--- src/rtl/mdio_request_arbiter.sv ---
// ---------------------------------------------------------------------------
// mdio_request_arbiter
//
// Shares one MDIO transceiver between NUM_REQ independent requesters (register
// interface, link poller, PHY init sequencer). Requesters are served
// round-robin with a single transaction in flight. The arbiter issues a
// one-cycle read or write strobe to the transceiver and follows its busy
// handshake. It then returns read data, or a timeout error, to the requester
// that was granted.
//
// Ports
//   sys_clk, rst        management clock, asynchronous active-high reset
//   req_valid           per-requester pending flag (fields held until ready)
//   req_write           per-requester 1 = write, 0 = read
//   req_md_addr         PHY address, slice [5*i +: 5]
//   req_reg_addr        register address, slice [5*i +: 5]
//   req_wdata           write data, slice [16*i +: 16]
//   req_ready           one-cycle accept pulse, at most one bit set
//   resp_valid          one-cycle completion pulse to the granted requester
//   resp_error          transaction timed out (qualified by resp_valid)
//   resp_rdata          read data, 0 for writes and errors (qualified)
//   arb_busy            high from accept through the response cycle
//   phy_md_addr         PHY address to the transceiver
//   phy_reg_addr        register address to the transceiver
//   phy_wr_data         write data to the transceiver
//   phy_reg_wr          one-cycle write strobe to the transceiver
//   phy_reg_rd          one-cycle read strobe to the transceiver
//   mdio_busy           transceiver busy indication
//   phy_rd_data         transceiver read data, valid when busy falls
// ---------------------------------------------------------------------------
module mdio_request_arbiter #(
  parameter int NUM_REQ       = 2,
  parameter int START_TIMEOUT = 16,
  parameter int OP_TIMEOUT    = 8192
) (
  input  logic                    sys_clk,
  input  logic                    rst,
  input  logic [NUM_REQ-1:0]      req_valid,
  input  logic [NUM_REQ-1:0]      req_write,
  input  logic [5*NUM_REQ-1:0]    req_md_addr,
  input  logic [5*NUM_REQ-1:0]    req_reg_addr,
  input  logic [16*NUM_REQ-1:0]   req_wdata,
  output logic [NUM_REQ-1:0]      req_ready,
  output logic [NUM_REQ-1:0]      resp_valid,
  output logic                    resp_error,
  output logic [15:0]             resp_rdata,
  output logic                    arb_busy,
  output logic [4:0]              phy_md_addr,
  output logic [4:0]              phy_reg_addr,
  output logic [15:0]             phy_wr_data,
  output logic                    phy_reg_wr,
  output logic                    phy_reg_rd,
  input  logic                    mdio_busy,
  input  logic [15:0]             phy_rd_data
);

  localparam int IDX_W   = (NUM_REQ > 1) ? $clog2(NUM_REQ) : 1;
  localparam int CNT_RAW = ($clog2(OP_TIMEOUT) > $clog2(START_TIMEOUT)) ?
                           $clog2(OP_TIMEOUT) : $clog2(START_TIMEOUT);
  localparam int CNT_W   = (CNT_RAW > 0) ? CNT_RAW : 1;

  localparam logic [CNT_W-1:0] START_LAST = CNT_W'(START_TIMEOUT - 1);
  localparam logic [CNT_W-1:0] OP_LAST    = CNT_W'(OP_TIMEOUT - 1);

  typedef enum logic [2:0] {
    S_IDLE,
    S_ISSUE,
    S_WAIT_START,
    S_WAIT_DONE,
    S_RESPOND
  } state_e;

  state_e           state_q, state_d;
  logic [CNT_W-1:0] cnt_q, cnt_d;
  logic [IDX_W-1:0] grant_q, grant_d;
  logic [IDX_W-1:0] last_grant_q, last_grant_d;
  logic             write_q, write_d;
  logic [4:0]       md_q, md_d;
  logic [4:0]       reg_q, reg_d;
  logic [15:0]      wdata_q, wdata_d;
  logic             resp_error_q, resp_error_d;
  logic [15:0]      resp_rdata_q, resp_rdata_d;

  logic [IDX_W-1:0] winner;
  logic             found;
  int               cand;
  logic             sel_write;
  logic [4:0]       sel_md;
  logic [4:0]       sel_reg;
  logic [15:0]      sel_wdata;
  logic             grant_any;

  // Round-robin search: start one past the last served requester and take the
  // first pending bit, wrapping at NUM_REQ. The winner's fields are muxed out
  // with constant slices so that no variable part-select is needed.
  always_comb begin
    winner    = '0;
    found     = 1'b0;
    cand      = 0;
    sel_write = 1'b0;
    sel_md    = '0;
    sel_reg   = '0;
    sel_wdata = '0;
    for (int off = 1; off <= NUM_REQ; off++) begin
      cand = int'(last_grant_q) + off;
      if (cand >= NUM_REQ) begin
        cand = cand - NUM_REQ;
      end
      if (!found && req_valid[IDX_W'(cand)]) begin
        winner = IDX_W'(cand);
        found  = 1'b1;
      end
    end
    for (int i = 0; i < NUM_REQ; i++) begin
      if (winner == IDX_W'(i)) begin
        sel_write = req_write[i];
        sel_md    = req_md_addr[5*i +: 5];
        sel_reg   = req_reg_addr[5*i +: 5];
        sel_wdata = req_wdata[16*i +: 16];
      end
    end
  end

  // A grant is only given while the transceiver is idle. This also covers a
  // late busy-fall after a timeout, or an op left running across a reset.
  // The reset term keeps req_ready/arb_busy low while reset is held, even
  // though the state register already reads IDLE.
  assign grant_any = (state_q == S_IDLE) && found && !mdio_busy && !rst;

  // Next-state logic for the transaction sequencer.
  always_comb begin
    state_d      = state_q;
    cnt_d        = cnt_q;
    grant_d      = grant_q;
    last_grant_d = last_grant_q;
    write_d      = write_q;
    md_d         = md_q;
    reg_d        = reg_q;
    wdata_d      = wdata_q;
    resp_error_d = resp_error_q;
    resp_rdata_d = resp_rdata_q;
    case (state_q)
      S_IDLE: begin
        if (grant_any) begin
          state_d = S_ISSUE;
          grant_d = winner;
          write_d = sel_write;
          md_d    = sel_md;
          reg_d   = sel_reg;
          wdata_d = sel_wdata;
        end
      end
      S_ISSUE: begin
        cnt_d   = '0;
        state_d = S_WAIT_START;
      end
      S_WAIT_START: begin
        if (mdio_busy) begin
          state_d = S_WAIT_DONE;
          cnt_d   = '0;
        end else if (cnt_q == START_LAST) begin
          state_d      = S_RESPOND;
          resp_error_d = 1'b1;
          resp_rdata_d = '0;
        end else begin
          cnt_d = cnt_q + CNT_W'(1);
        end
      end
      S_WAIT_DONE: begin
        if (!mdio_busy) begin
          state_d      = S_RESPOND;
          resp_error_d = 1'b0;
          resp_rdata_d = write_q ? 16'h0000 : phy_rd_data;
        end else if (cnt_q == OP_LAST) begin
          state_d      = S_RESPOND;
          resp_error_d = 1'b1;
          resp_rdata_d = '0;
        end else begin
          cnt_d = cnt_q + CNT_W'(1);
        end
      end
      S_RESPOND: begin
        last_grant_d = grant_q;
        state_d      = S_IDLE;
      end
      default: begin
        state_d = S_IDLE;
      end
    endcase
  end

  // State and datapath registers. last_grant resets to the highest index so
  // that requester 0 wins the first arbitration after reset.
  always_ff @(posedge sys_clk or posedge rst) begin
    if (rst) begin
      state_q      <= S_IDLE;
      cnt_q        <= '0;
      grant_q      <= '0;
      last_grant_q <= IDX_W'(NUM_REQ - 1);
      write_q      <= 1'b0;
      md_q         <= '0;
      reg_q        <= '0;
      wdata_q      <= '0;
      resp_error_q <= 1'b0;
      resp_rdata_q <= '0;
    end else begin
      state_q      <= state_d;
      cnt_q        <= cnt_d;
      grant_q      <= grant_d;
      last_grant_q <= last_grant_d;
      write_q      <= write_d;
      md_q         <= md_d;
      reg_q        <= reg_d;
      wdata_q      <= wdata_d;
      resp_error_q <= resp_error_d;
      resp_rdata_q <= resp_rdata_d;
    end
  end

  // Outputs are decoded from the state register. An asynchronous reset
  // forces IDLE, so every output drops in the same cycle the reset arrives.
  always_comb begin
    req_ready    = grant_any ? (NUM_REQ'(1) << winner) : '0;
    resp_valid   = (state_q == S_RESPOND) ? (NUM_REQ'(1) << grant_q) : '0;
    resp_error   = resp_error_q;
    resp_rdata   = resp_rdata_q;
    arb_busy     = (state_q != S_IDLE) || grant_any;
    phy_reg_wr   = (state_q == S_ISSUE) && write_q;
    phy_reg_rd   = (state_q == S_ISSUE) && !write_q;
    phy_md_addr  = (state_q != S_IDLE) ? md_q    : '0;
    phy_reg_addr = (state_q != S_IDLE) ? reg_q   : '0;
    phy_wr_data  = (state_q != S_IDLE) ? wdata_q : '0;
  end

endmodule

--- config.mk ---
export PLATFORM = sky130hd
export DESIGN_NAME = mdio_request_arbiter
export DESIGN_NICKNAME = d
export VERILOG_FILES = /design/src/rtl/mdio_request_arbiter.sv
export SDC_FILE = /design/constraint.sdc
export NUM_CORES = 1
export LEC_CHECK = 0
export BUFFER_PORTS_ARGS = -buffer_cell sky130_fd_sc_hd__buf_2
export CORE_MARGIN = 2
export CORE_UTILIZATION = 45
export DETAILED_ROUTE_END_ITERATION = 6
export GPL_TIMING_DRIVEN = 0
export PLACE_DENSITY_LB_ADDON = 0.05
export SLEW_MARGIN = 20
export SYNTH_ARGS = -nofsm -noshare
export SYNTH_HDL_FRONTEND = slang
export SYNTH_SLANG_ARGS = --single-unit
--- constraint.sdc ---
create_clock -name sys_clk -period 3.61 [get_ports sys_clk]
set_input_delay 0.361 -clock sys_clk [delete_from_list [all_inputs] [get_ports sys_clk]]
set_output_delay 0.361 -clock sys_clk [all_outputs]
set_load 0.05 [all_outputs]
==> Yosys cells after proc, flatten, opt, wreduce, memory -nomap -nowiden <==
Index checks and enable logic that the tools add are counted.
{ "totals": {"reg_bits": 62, "wordCells": 95, "inputBits": 75} }
{ "op_classes": {"eq_ne": 14, "reduce_logical": 19, "magnitude_cmp": 4, "mux": 41, "n_shift": 2, "addsub": 5} }
{ "ops": {"columns": ["cell", "count"], "rows": [
  ["two-way mux 16 bit", 7],
  ["two-way mux 13 bit", 4],
  ["case mux 13 bit (3 select lines)", 1],
  ["case mux 16 bit (2 select lines)", 1],
  ["two-way mux 5 bit", 4],
  ["two-way mux 1 bit", 15],
  ["two-way mux 3 bit", 5],
  ["adder 13 x 1 -> 13 bit (second input constant)", 1],
  ["== test 13 bit (second input constant)", 1],
  ["== test 13 x 4 -> 1 bit (second input constant)", 1],
  ["case mux 3 bit (4 select lines)", 1],
  ["inequality test 2 bit (second input constant)", 5],
  ["inequality test 3 bit (second input constant)", 3],
  ["AND reduction 4 bit", 2],
  ["== test 3 x 2 -> 1 bit (second input constant)", 2],
  ["logical AND 1 bit", 6],
  ["< comparator 1 x 3 -> 1 bit (second input constant)", 2],
  ["nonzero test 3 bit", 2],
  ["logical NOT 1 bit", 4],
  ["two-way mux 2 bit", 2],
  ["<< shifter 1 x 1 -> 2 bit (first input constant)", 2],
  ["adder 1 x 2 -> 3 bit (second input constant)", 1],
  ["== test 3 x 1 -> 1 bit (second input constant)", 1],
  ["== test 3 bit (second input constant)", 1],
  ["10 further kinds", 11]
]} }

==> Longest topological paths before layout <==
{ "depth": {"word_depth": 15, "ltp_mapped": 7} }

==> Least setup slack after synthesis <==
OpenSTA, ideal clock, no wires.
{ "synth_timing": {"kind": "input to output", "start": "input port rst", "end": "output port req_ready[1]", "path_stages": 6, "slack_ns": 0.120, "required_time_ns": 3.249, "t_arrival_ns": 3.129, "path_cell_list": "inv_1 and3_1 nand2_1 clkbuf_1 clkbuf_1 nor2_1"} }
{ "synth_via": {"elab_chain_cells": 3} }
{ "synth_lines": {"columns": ["item", "line_no", "source"], "rows": [
  ["start, declared", "37", "input logic rst,"],
  ["logical NOT 1 bit (no line)", null, null],
  ["logical AND 1 bit", "128", "assign grant_any = (state_q == S_IDLE) && found && !mdio_busy && !rst;"],
  ["two-way mux 2 bit", "223", "req_ready = grant_any ? (NUM_REQ'(1) << winner) : '0;"],
  ["end, declared", "43", "output logic [NUM_REQ-1:0] req_ready,"]
]} }
Every way passes these cells.

==> Worst setup path in the final report <==
Same ends and word-level chain as after synthesis.

==> impl_metrics.toml <==
[worst_setup_path]
crit_start = "rst"
cp_max_fo = 37
timing.rr.end = "resp_rdata[7]"
reg2regPathDepth = 7
critPathLaunchType = "input port"
critPathArrivalTime_ps = 2860
worst-setup-path-type = "in -> out"
r2r_slack_ps = 1370
reg2reg_from = "cnt_q[0]"
cp.required_ps = 3250
endpoint_kind = "output pin"

[route]
routed_via_density = 5.21
postRouteAntennaNets = 0
drc = 0
drt_wl_total_mm = 7.35
drt-wirelength-per-cell_um = 13.9
drtIter0Drc = 112
dr_total_vias = 2745
firstDrtPassIters = 4

[clock_tree]
cts_sinks = 62
tritoncts = "yes"
clkTransAtPathRegs_ps = 80
clkLatencyLatePin_ps = 330
cts.repair.resized = 0
root_buffer = "clkbuf_8"
cts_max_path_buffers = 2
post_cts_buffers = 0
htreeDepth = 3
cts-buffers-inserted = 9

[power]
vdd_drop_max_mv = 0.496
p_leak_uw = 0.00207
power_per_cell_area_mw_per_mm2 = 916

[min_path]
min-delay-start = "phy_rd_data[4]"
hold_depth = 2
holdPathEnd = "resp_rdata[4]"
hp-class = "in -> reg"

[floorplanning]
std_cell_rows = 30
fp.dieW_um = 86.3
coreArea_mm2 = 0.00668
start_util_pct = 45.7
pin_count = 125
dieArea_mm2 = 0.00745
dieHeight_um = 86.3

[timing]
layout_min_cycle_time_ps = 3220
setup_viol = 0
worstMarginPinSlew_ps = 821
hold_violations = 0
fmax_mhz = 311
fin_crit_sh_pct = 89.1
max-slew-margin-rel_pct = 45.3
holdWs_ps = 246
rsz0062_at_grt = "false"
drv_slew = 0
fin_skew_ps = 12.5

[logic_synthesis]
ys_warn_count = 0
syn_avg_cell_area_um2 = 9.97
postSynthCellCount = 306
synthTopCellsByCount = "dfrtp_1 (61), o21ai_0 (44), nand2_1 (36)"
netlist_area_mm2 = 0.00305
synth_edf_count = 0
synth.distinct_cells = 39
synth_nets = 382
synth-seq-area-share_pct = 50.9
synthDominantCellAreaShare_pct = 50.0
ys.flop_type = "dfrtp_1"
synth_area_leader_cell = "dfrtp_1"
synth_seq_cells = 62
postSynth.asyncResetShare_pct = 100
synth_most_common_cell = "dfrtp_1"
synthTopCellsByArea = "dfrtp_1 (50%), mux2i_1 (9.2%), o21ai_0 (7.2%), nor2b_1 (5.5%), a22o_1 (4.9%)"

[cells_and_area]
antennaDiodeCount = 0
fin_cells = 527
fillCellCount = 590
final_core_util_pct = 60.1
area_growth_pct = 31.7
drive_above_1_share_pct = 33.8
final_nets = 518

[run_status]
status = "finished clean"

[global_route]
grt_pass1_wl_mm = 12.0
grtUsageTotal_pct = 20.4
grt_max_degree = 38
grt_pass1_vias = 2503
globalRouteOverflowTotal = 0
grt_antenna_before_repair = 0

[placed_design]
dp_cells = 510
place_congestion = 0.811
dp_hpwl_mm = 5.40
port_buffers = 123

[flow_run]
cap_violations = 0
-- kinds of logic after synthesis --
group                    synth area share, %
adder cells (fa/ha/maj)                0.410
buffers and inverters                   3.86
flip-flops                              50.9
multiplexers                            9.19
AO/OA/AOI/OAI                           16.6
XOR/XNOR                               0.287
AND/OR/NAND/NOR                         18.7
-- worst max-delay path by stage --
| stage | end | depth (start not counted) |
|---|---|---|
| finish | req_ready[1] | 10 |
| global route | req_ready[1] | 10 |
| CTS | req_ready[1] | 10 |
| global placement | req_ready[1] | 8 |
| detailed placement | req_ready[1] | 9 |
| floorplan | req_ready[1] | 6 |
-- report_power, final --
part           switching (uW)  leakage (uW)  internal, uW
combinational            1370       0.00117           556
clock                     282      0.000102           389
sequential                132      0.000793           947
-- cells in the final DEF, fill, tap and decap left out, drive strengths merged, types with 2 or more instances in the layout --
cell | netlist | final
buf | 5 | 129
dfrtp | 61 | 61
o21ai | 44 | 44
nand2 | 36 | 36
mux2i | 28 | 28
nor2b | 27 | 27
clkbuf | 15 | 24
a22o | 17 | 17
nor2 | 13 | 13
nand3 | 8 | 8
a21oi | 7 | 7
inv | 6 | 7
and3 | 5 | 5
nand4 | 4 | 4
a31oi | 4 | 4
and4 | 3 | 3
nand2b | 3 | 3
clkinvlp | 0 | 3
nor3 | 2 | 2
a21o | 2 | 2
bufinv | 0 | 2
or4 | 2 | 2
nor4 | 2 | 2
-- metal layers --
metal / part of all wire, % / wire length (um) / vias up / GRT usage (%)
li1: - / - / 1357 / -
met1: 46 / 3370 / 1294 / 28.3
met2: 47 / 3440 / 81 / 31.3
met3: 5.4 / 395 / 13 / 4.19
met4: 2.0 / 146 / 0 / 8.95
met5: 0 / 0 / - / 0
-- sequential cells by signal, indices dropped and copies added (netlist names) --
signal        cells
cnt_q            13
grant_q           1
last_grant_q      1
md_q              5
reg_q             5
resp_error        1
resp_rdata       16
state_q           3
wdata_q          16
write_q           1
-- area by class of cell --
type	instances	area [um2]	share of cell area, %
clock buffers	9	124	3.08
well taps	80	100	2.49
inverters	6	25.0	0.623
flip-flops and latches	62	1550	38.6
plain buffers	20	95.1	2.37
clock inverters	7	96.3	2.40
multi-input cells	218	1380	34.3
repair buffers	125	646	16.1
-- critical path, stage by stage --
cell and delay [ps]:
dlygate4sd3_1 530, buf_2 130, inv_4 260, buf_12 270, and3_1 240, nand2_1 80, clkbuf_1 240, clkbuf_1 300
nor2_1 150, buf_2 280
-- metrics by stage --
| step | power [uW] | setup WS, ps | cell area, um2 | setup TNS [ps] |
|---|---|---|---|---|
| 2_1_floorplan | 2580 | 120 | 3050 | 0 |
| 3_3_place_gp | 3000 | -464 | 3770 | -1050 |
| 3_5_place_dp | 3030 | 886 | 3790 | 0 |
| 4_1_cts | 3710 | 333 | 4020 | 0 |
| 5_1_grt | 3910 | 138 | 4020 | 0 |
| 6_report | 3680 | 393 | 4020 | 0 |
-- timing repair --
action,CTS,global route
hold buffers,1,0
setup endpoints to repair,0,0
hold endpoints to repair,23,0
Note: power is estimated with default switching activity, not from simulation.
